### config.mk
export PLATFORM = sky130hd
export DESIGN_NAME = exec_operand_stage
export DESIGN_NICKNAME = d
export VERILOG_FILES = /design/src/rtl/exec_operand_stage.sv
export SDC_FILE = /design/constraint.sdc
export NUM_CORES = 1
export LEC_CHECK = 0
export CAP_MARGIN = 20
export CELL_PAD_IN_SITES_DETAIL_PLACEMENT = 1
export CELL_PAD_IN_SITES_GLOBAL_PLACEMENT = 2
export CORE_MARGIN = 5
export CORE_UTILIZATION = 21
export DETAILED_ROUTE_END_ITERATION = 10
export PLACE_DENSITY = 0.83
export SYNTH_ARGS = -nofsm -noshare
export SYNTH_HDL_FRONTEND = slang
export SYNTH_SLANG_ARGS = --single-unit
### constraint.sdc
create_clock -name i_clock -period 5.52 [get_ports i_clock]
set_input_delay 1.104 -clock i_clock [delete_from_list [all_inputs] [get_ports i_clock]]
set_output_delay 1.104 -clock i_clock [all_outputs]
set_load 0.005 [all_outputs]
### src/rtl/exec_operand_stage.sv
// Execute-stage operand register: RAW hazard resolution, operand select, valid/ready hold.
// Define EXEC_OPERAND_FORWARDING_EN for EX/MEM/WB forwarding; otherwise any pending writer stalls.
package exec_operand_pkg;
  typedef enum logic [3:0] {
    AluOp_ADD,
    AluOp_SUB,
    AluOp_AND,
    AluOp_OR,
    AluOp_XOR,
    AluOp_SLL,
    AluOp_SRL,
    AluOp_SRA,
    AluOp_SLT,
    AluOp_SLTU
  } AluOp;
endpackage

module exec_operand_stage
  import exec_operand_pkg::*;
#(
  parameter int DATA_WIDTH = 32,
  parameter int REG_WIDTH  = 5
) (
  input  logic                  i_clock,
  input  logic                  i_reset,
  input  logic                  i_flush,
  input  logic                  i_valid,
  output logic                  o_ready,
  input  logic [DATA_WIDTH-1:0] i_pc,
  input  logic [REG_WIDTH-1:0]  i_rs1,
  input  logic [REG_WIDTH-1:0]  i_rs2,
  input  logic [REG_WIDTH-1:0]  i_rd,
  input  logic [DATA_WIDTH-1:0] i_dataRs1,
  input  logic [DATA_WIDTH-1:0] i_dataRs2,
  input  logic [DATA_WIDTH-1:0] i_imm,
  input  logic                  i_selA,
  input  logic                  i_selB,
  input  AluOp                  i_aluOp,
  input  logic                  i_regWr,
  input  logic                  i_memRead,
  input  logic [DATA_WIDTH-1:0] i_exData,
  input  logic [REG_WIDTH-1:0]  i_memRd,
  input  logic [REG_WIDTH-1:0]  i_wbRd,
  input  logic                  i_memRegWr,
  input  logic                  i_wbRegWr,
  input  logic                  i_memDataValid,
  input  logic [DATA_WIDTH-1:0] i_memData,
  input  logic [DATA_WIDTH-1:0] i_wbData,
  output logic                  o_valid,
  input  logic                  i_ready,
  output AluOp                  o_aluOp,
  output logic [DATA_WIDTH-1:0] o_operandA,
  output logic [DATA_WIDTH-1:0] o_operandB,
  output logic [DATA_WIDTH-1:0] o_storeData,
  output logic [DATA_WIDTH-1:0] o_pc,
  output logic [REG_WIDTH-1:0]  o_rd,
  output logic                  o_regWr,
  output logic                  o_memRead
);

  // Handshake: a word moves when valid && ready on that side; o_ready never looks at i_exData.
  logic leaving;
  logic in_xfer;
  logic use_rs1;
  logic ex_m1, ex_m2, mem_m1, mem_m2, wb_m1, wb_m2;
  logic haz1, haz2, hazard;
  logic [DATA_WIDTH-1:0] fwd1, fwd2;

  assign leaving = o_valid && i_ready;
  assign use_rs1 = !i_selA;

  // Register x0 is hardwired, so it never matches a producer.
  assign ex_m1  = (i_rs1 != '0) && o_valid && o_regWr && (o_rd == i_rs1);
  assign ex_m2  = (i_rs2 != '0) && o_valid && o_regWr && (o_rd == i_rs2);
  assign mem_m1 = (i_rs1 != '0) && i_memRegWr && (i_memRd == i_rs1);
  assign mem_m2 = (i_rs2 != '0) && i_memRegWr && (i_memRd == i_rs2);
  assign wb_m1  = (i_rs1 != '0) && i_wbRegWr && (i_wbRd == i_rs1);
  assign wb_m2  = (i_rs2 != '0) && i_wbRegWr && (i_wbRd == i_rs2);

`ifdef EXEC_OPERAND_FORWARDING_EN
  // EX wins only if its value is final (not a load) and the producer really leaves now.
  assign haz1 = use_rs1 && (ex_m1 ? (o_memRead || !leaving) : (mem_m1 && !i_memDataValid));
  assign haz2 = ex_m2 ? (o_memRead || !leaving) : (mem_m2 && !i_memDataValid);
  assign fwd1 = ex_m1 ? i_exData : mem_m1 ? i_memData : wb_m1 ? i_wbData : i_dataRs1;
  assign fwd2 = ex_m2 ? i_exData : mem_m2 ? i_memData : wb_m2 ? i_wbData : i_dataRs2;
`else
  logic unused_fwd;
  assign unused_fwd = ^{i_exData, i_memData, i_wbData, i_memDataValid};
  assign haz1 = use_rs1 && (ex_m1 || mem_m1 || wb_m1);
  assign haz2 = ex_m2 || mem_m2 || wb_m2;
  assign fwd1 = i_dataRs1;
  assign fwd2 = i_dataRs2;
`endif

  assign hazard  = haz1 || haz2;
  assign o_ready = (!o_valid || i_ready) && !hazard && !i_flush;
  assign in_xfer = i_valid && o_ready;

  always_ff @(posedge i_clock) begin
    if (i_reset) begin
      o_valid     <= 1'b0;
      o_aluOp     <= AluOp_ADD;
      o_operandA  <= '0;
      o_operandB  <= '0;
      o_storeData <= '0;
      o_pc        <= '0;
      o_rd        <= '0;
      o_regWr     <= 1'b0;
      o_memRead   <= 1'b0;
    end else if (i_flush) begin
      o_valid <= 1'b0;
    end else if (in_xfer) begin
      o_valid     <= 1'b1;
      o_aluOp     <= i_aluOp;
      o_operandA  <= i_selA ? i_pc : fwd1;
      o_operandB  <= i_selB ? i_imm : fwd2;
      o_storeData <= fwd2;
      o_pc        <= i_pc;
      o_rd        <= i_rd;
      o_regWr     <= i_regWr;
      o_memRead   <= i_memRead;
    end else if (leaving) begin
      o_valid <= 1'b0;
    end
  end

endmodule

# Yosys cells after proc, flatten, opt, wreduce, memory -nomap -nowiden
# Index checks and enable logic that the tools add are counted.
[word_totals]
register_bits = 140
latch_bits = 0
ramBits = 0
mem_bits_ro = 0
in_bits = 265
out_inout_bits = 141
word_cells = 54
n_memories = 0
[op_classes]
add_sub_neg = 0
n_mul = 0
div = 0
order_cmp = 0
n_eq_ne = 6
shifts = 0
n_mux = 4
n_bitwise = 1
reduce_logical = 34
[ops]
columns = ["operator", "n"]
rows = [
  ["32-bit two-way mux", 2],
  ["5-bit equality test", 6],
  ["1-bit logical AND", 19],
  ["5-bit nonzero test", 2],
  ["1-bit logical OR", 6],
  ["1-bit logical NOT", 4],
  ["1-bit two-way mux", 2],
  ["2-bit AND reduction", 1],
  ["2-bit nonzero test", 1],
  ["2-bit OR reduction", 1],
  ["1-bit inverter", 1],
]

# Longest topological paths before layout
[depth]
ltp_word = 13
mapped_depth = 9
mapped_depth_nobuf = 6

# Worst setup path before layout
# OpenSTA, ideal clock, no wires.
[synth_timing]
path_type = "input-to-output"
from = "input port i_rs1[0]"
to = "output port o_ready"
arrival_time_ns = 2.503
required_ns = 4.416
setup_slack_ns = 1.913
stages = 7
n_path_buf = 2
path_cell_list = "or4_1 > nor2_1 > o21ai_1 > o31a_1 > buf_2 > clkbuf_1 > nor3_1"
[synth_between]
elab_chain_len = 11
word_cells_on_any_way = 18
classes_between = "eq/ne (3); reduce/logical (15)"
[synth_lines]
columns = ["item", "line_no", "rtl"]
rows = [
  ["from (decl)", "30", "input logic [REG_WIDTH-1:0] i_rs1,"],
  ["5-bit nonzero test", "73, 75, 77", ""],
  ["1-bit logical AND (3 in a row)", "73", "assign ex_m1 = (i_rs1 != '0) && o_valid && o_regWr && (o_rd == i_rs1);"],
  ["1-bit logical OR", "89", "assign haz1 = use_rs1 && (ex_m1 || mem_m1 || wb_m1);"],
  ["1-bit logical OR *", "89", ""],
  ["1-bit logical AND *", "89", ""],
  ["1-bit logical OR *", "95", "assign hazard = haz1 || haz2;"],
  ["1-bit logical NOT *", "96", "assign o_ready = (!o_valid || i_ready) && !hazard && !i_flush;"],
  ["1-bit logical AND * (2 in a row)", "96", ""],
  ["to (decl)", "28", "output logic o_ready,"],
]
# Every way passes the cells marked *; elsewhere a longest branch is shown, timed or not.

# Final worst setup path
# Same ends and word-level chain as after synthesis.

==> run summary <==
Status - finished, final reports clean
Die width - 186 µm
CTS tree - yes
P_leak - 3.63 nW
Reg2reg start - o_rd[4]
CP arrival - 3.47 ns
Max cap viols - 0
Top post-synthesis cells by area - dfxtp_1, mux2i_1, a21oi_1
Grt total ovfl - 0
Worst IR Drop VDD - 163 µV
WHS Endpoint - o_storeData[11]
Drt via density - 4.79
I/O Buffers - 308
Via Count - 6,533
RR Endpoint - o_operandA[11]
Detail Placement HPWL - 18,200 µm
Clock Pin Slew Worst Setup and Hold Paths - 0.07 ns
Syn avg cell area - 9.32 µm²
Number of flops mapped to enable cells by yosys - 0
Gr usage total - 15.5%
Starting Density - 21.3%
Fmax achieved - 219 MHz
Area after DPL - 0.00977 mm²
M1 wire length - 11,700 µm
Worst EP required - 4.42 ns
Hold path start - o_storeData[11]
Num ports - 406
Sequential area share after synthesis - 43.2%
Clk sinks - 140
Share of layout cells above drive strength 1 - 11.1%
Routability cong. - 0.819
Count leader, synth - dfxtp_1
Setup TNS - 0 ns
DIE HEIGHT - 186 µm
Core ar. - 0.0305 mm²
Vias in the first global route - 6,920
WL per Instance - 20.6 µm
Tightest Pin Transition - 0.921 ns
Mapped Nets - 961
Residual DRC count - 0
Met3 WL - 2620 µm
Wirelength, routed - 28,000 µm
Initial antenna violation count - 4
Final setup viols - 0
Global-route wire length before repair - 41,600 µm
1st-iter DRT viols - 211
Top FF cell, synth - dfxtp_1
Max Transition Viols Final - 0
Synth unique cells - 32
Area grow syn2layout - 61.0%
CP Max Fanout - 4
Slew headroom - 38.6%
Worst setup SP type - primary input
Post-synth top area share - 43.2%
Mux cell area share after synthesis - 9.88%
Site Rows - 64
Cts hold-fix bufs - 0
Largest family of logic cells by synthesized area - compound AO/OA/AOI/OAI gates
Pin count of the biggest net entering global routing - 141
Worst-skew pair later-pin latency - 0.42 ns
Design area - 0.0104 mm²
Setup repair bufs after CTS - 0
Worst reg2reg path depth - 7
Bufs on Longest Clock Path - 2
Die ar. - 0.0345 mm²
Compound-Gate Fraction of Synth Area - 28.8%
Mapped cell area - 0.00648 mm²
Fin crit period - 4.57 ns
Clock skew - 0.00936 ns
Area share of fa/ha/maj cells after synthesis - 0%
Layout fillers - 3,495
ANT nets after route - 0
Post-Synth Simple-Gate Area - 8.06%
WHS Path Cells - 2
1st-pass router iterations - 4
Cts repair resizes - 0
Worst R2R Setup Slack - 2.82 ns
Pwr dens - 299 mW/mm²
Post-Syn Instances - 696
Hold Violations, Final - 0
Final net count - 1,219
Worst hold-check path type - flip-flop to flip-flop
Synthesized flop and latch total - 140
Xor/xnor cell area share of the yosys netlist - 4.05%
Synthesis Warnings - 0
H-tree depth - 4
CP endpoint kind - output pin
Crit path kind - primary input to output pin
Post-synth top cells - dfxtp_1, a21oi_1, o21ai_0, nand3_1, mux2i_1
Top cell type by total area after synthesis - dfxtp_1
Share of async-settable or async-resettable flops after synthesis - 0%
Root Driver - clkbuf_16
RSZ-0062 raised after global routing - no
Top layer in use - met5
Final Cycle Share - 82.9%
Met2 WL post-DR - 13,300 µm
Total CTS buffers - 17
placed cells by master, fill, tap and decap left out, drive strengths merged, types with 6 or more instances in the layout:
cell / Yosys / routed
clkdlybuf4s50: 0 / 305
dfxtp: 140 / 140
a21oi: 140 / 140
o21ai: 77 / 77
nand3: 76 / 76
mux2i: 64 / 64
a211oi: 64 / 64
xnor2: 20 / 20
clkbuf: 42 / 18
buf: 35 / 11
xor2: 10 / 10
bufinv: 0 / 6
state kept, by name, indices dropped and copies added, names as in the netlist:
register and count:
o_operandA 32, o_operandB 32, o_pc 32, o_storeData 32, o_rd 5, o_aluOp 4, o_memRead 1, o_regWr 1
o_valid 1
worst max path at each step:
stage / startpoint / end
floorplan: i_rs1[0] / o_ready
global placement: i_rs1[0] / o_ready
detailed placement: i_rs1[0] / o_ready
CTS: i_rs1[0] / o_ready
global route: i_rs1[0] / o_ready
finish: i_rs1[0] / o_ready
final cells by class:
cell class              instances  area, µm²  share of cell area [%]
repair buffers                316       3160                    30.3
clock buffers                  18        429                    4.11
well taps                     396        495                    4.75
clock inverters                13        238                    2.28
diodes                          1       2.50                  0.0240
inverters                       1       3.75                  0.0360
multi-input cells             478       3310                    31.7
flip-flops and latches        140       2800                    26.8
per-layer routing:
metal / vias to the layer above / track usage, %
met4: 6 / 3.35
li1: 3085 / -
met2: 221 / 26.2
met5: - / 0
met1: 3198 / 18.4
met3: 23 / 6.39
per-stage QoR:
stage / std cells / utilization [%] / power [mW] / setup slack (ns) / hold WS [ns]
floorplan: 696 / - / 1.44 / 1.91 / 0.470
global placement: 1331 / 32.0 / 1.80 / 0.986 / 0.460
detailed placement: 1331 / 32.0 / 1.81 / 0.954 / 0.469
CTS: 1362 / 34.2 / 3.19 / 0.939 / 0.479
global route: 1363 / 34.2 / 3.27 / 0.877 / 0.498
finish: 1363 / 34.2 / 3.13 / 0.946 / 0.477
critical path: stages:
cell             delay (ns)
clkdlybuf4s50_1        0.53
or4_1                  0.58
nor2_1                 0.12
o21ai_1                0.13
o31a_2                 0.18
nor3_1                 0.25
clkdlybuf4s50_1        0.59
report_power, final:
group | total, mW | internal, mW | switching [mW]
Combinational | 0.650 | 0.343 | 0.307
Sequential | 1.13 | 1.09 | 0.0432
Clock | 1.35 | 0.853 | 0.493
cells by family (layout without fill, tap and decap cells):
family | Yosys count | count (layout)
xor gates and xnor gates | 30 | 30
other | 0 | 1
DFF | 140 | 140
muxes | 64 | 64
buffers and inverters | 78 | 348
and+or+nand+nor | 99 | 99
AOI/OAI and AO/OA | 285 | 285
(Power assumes the default switching activity.)
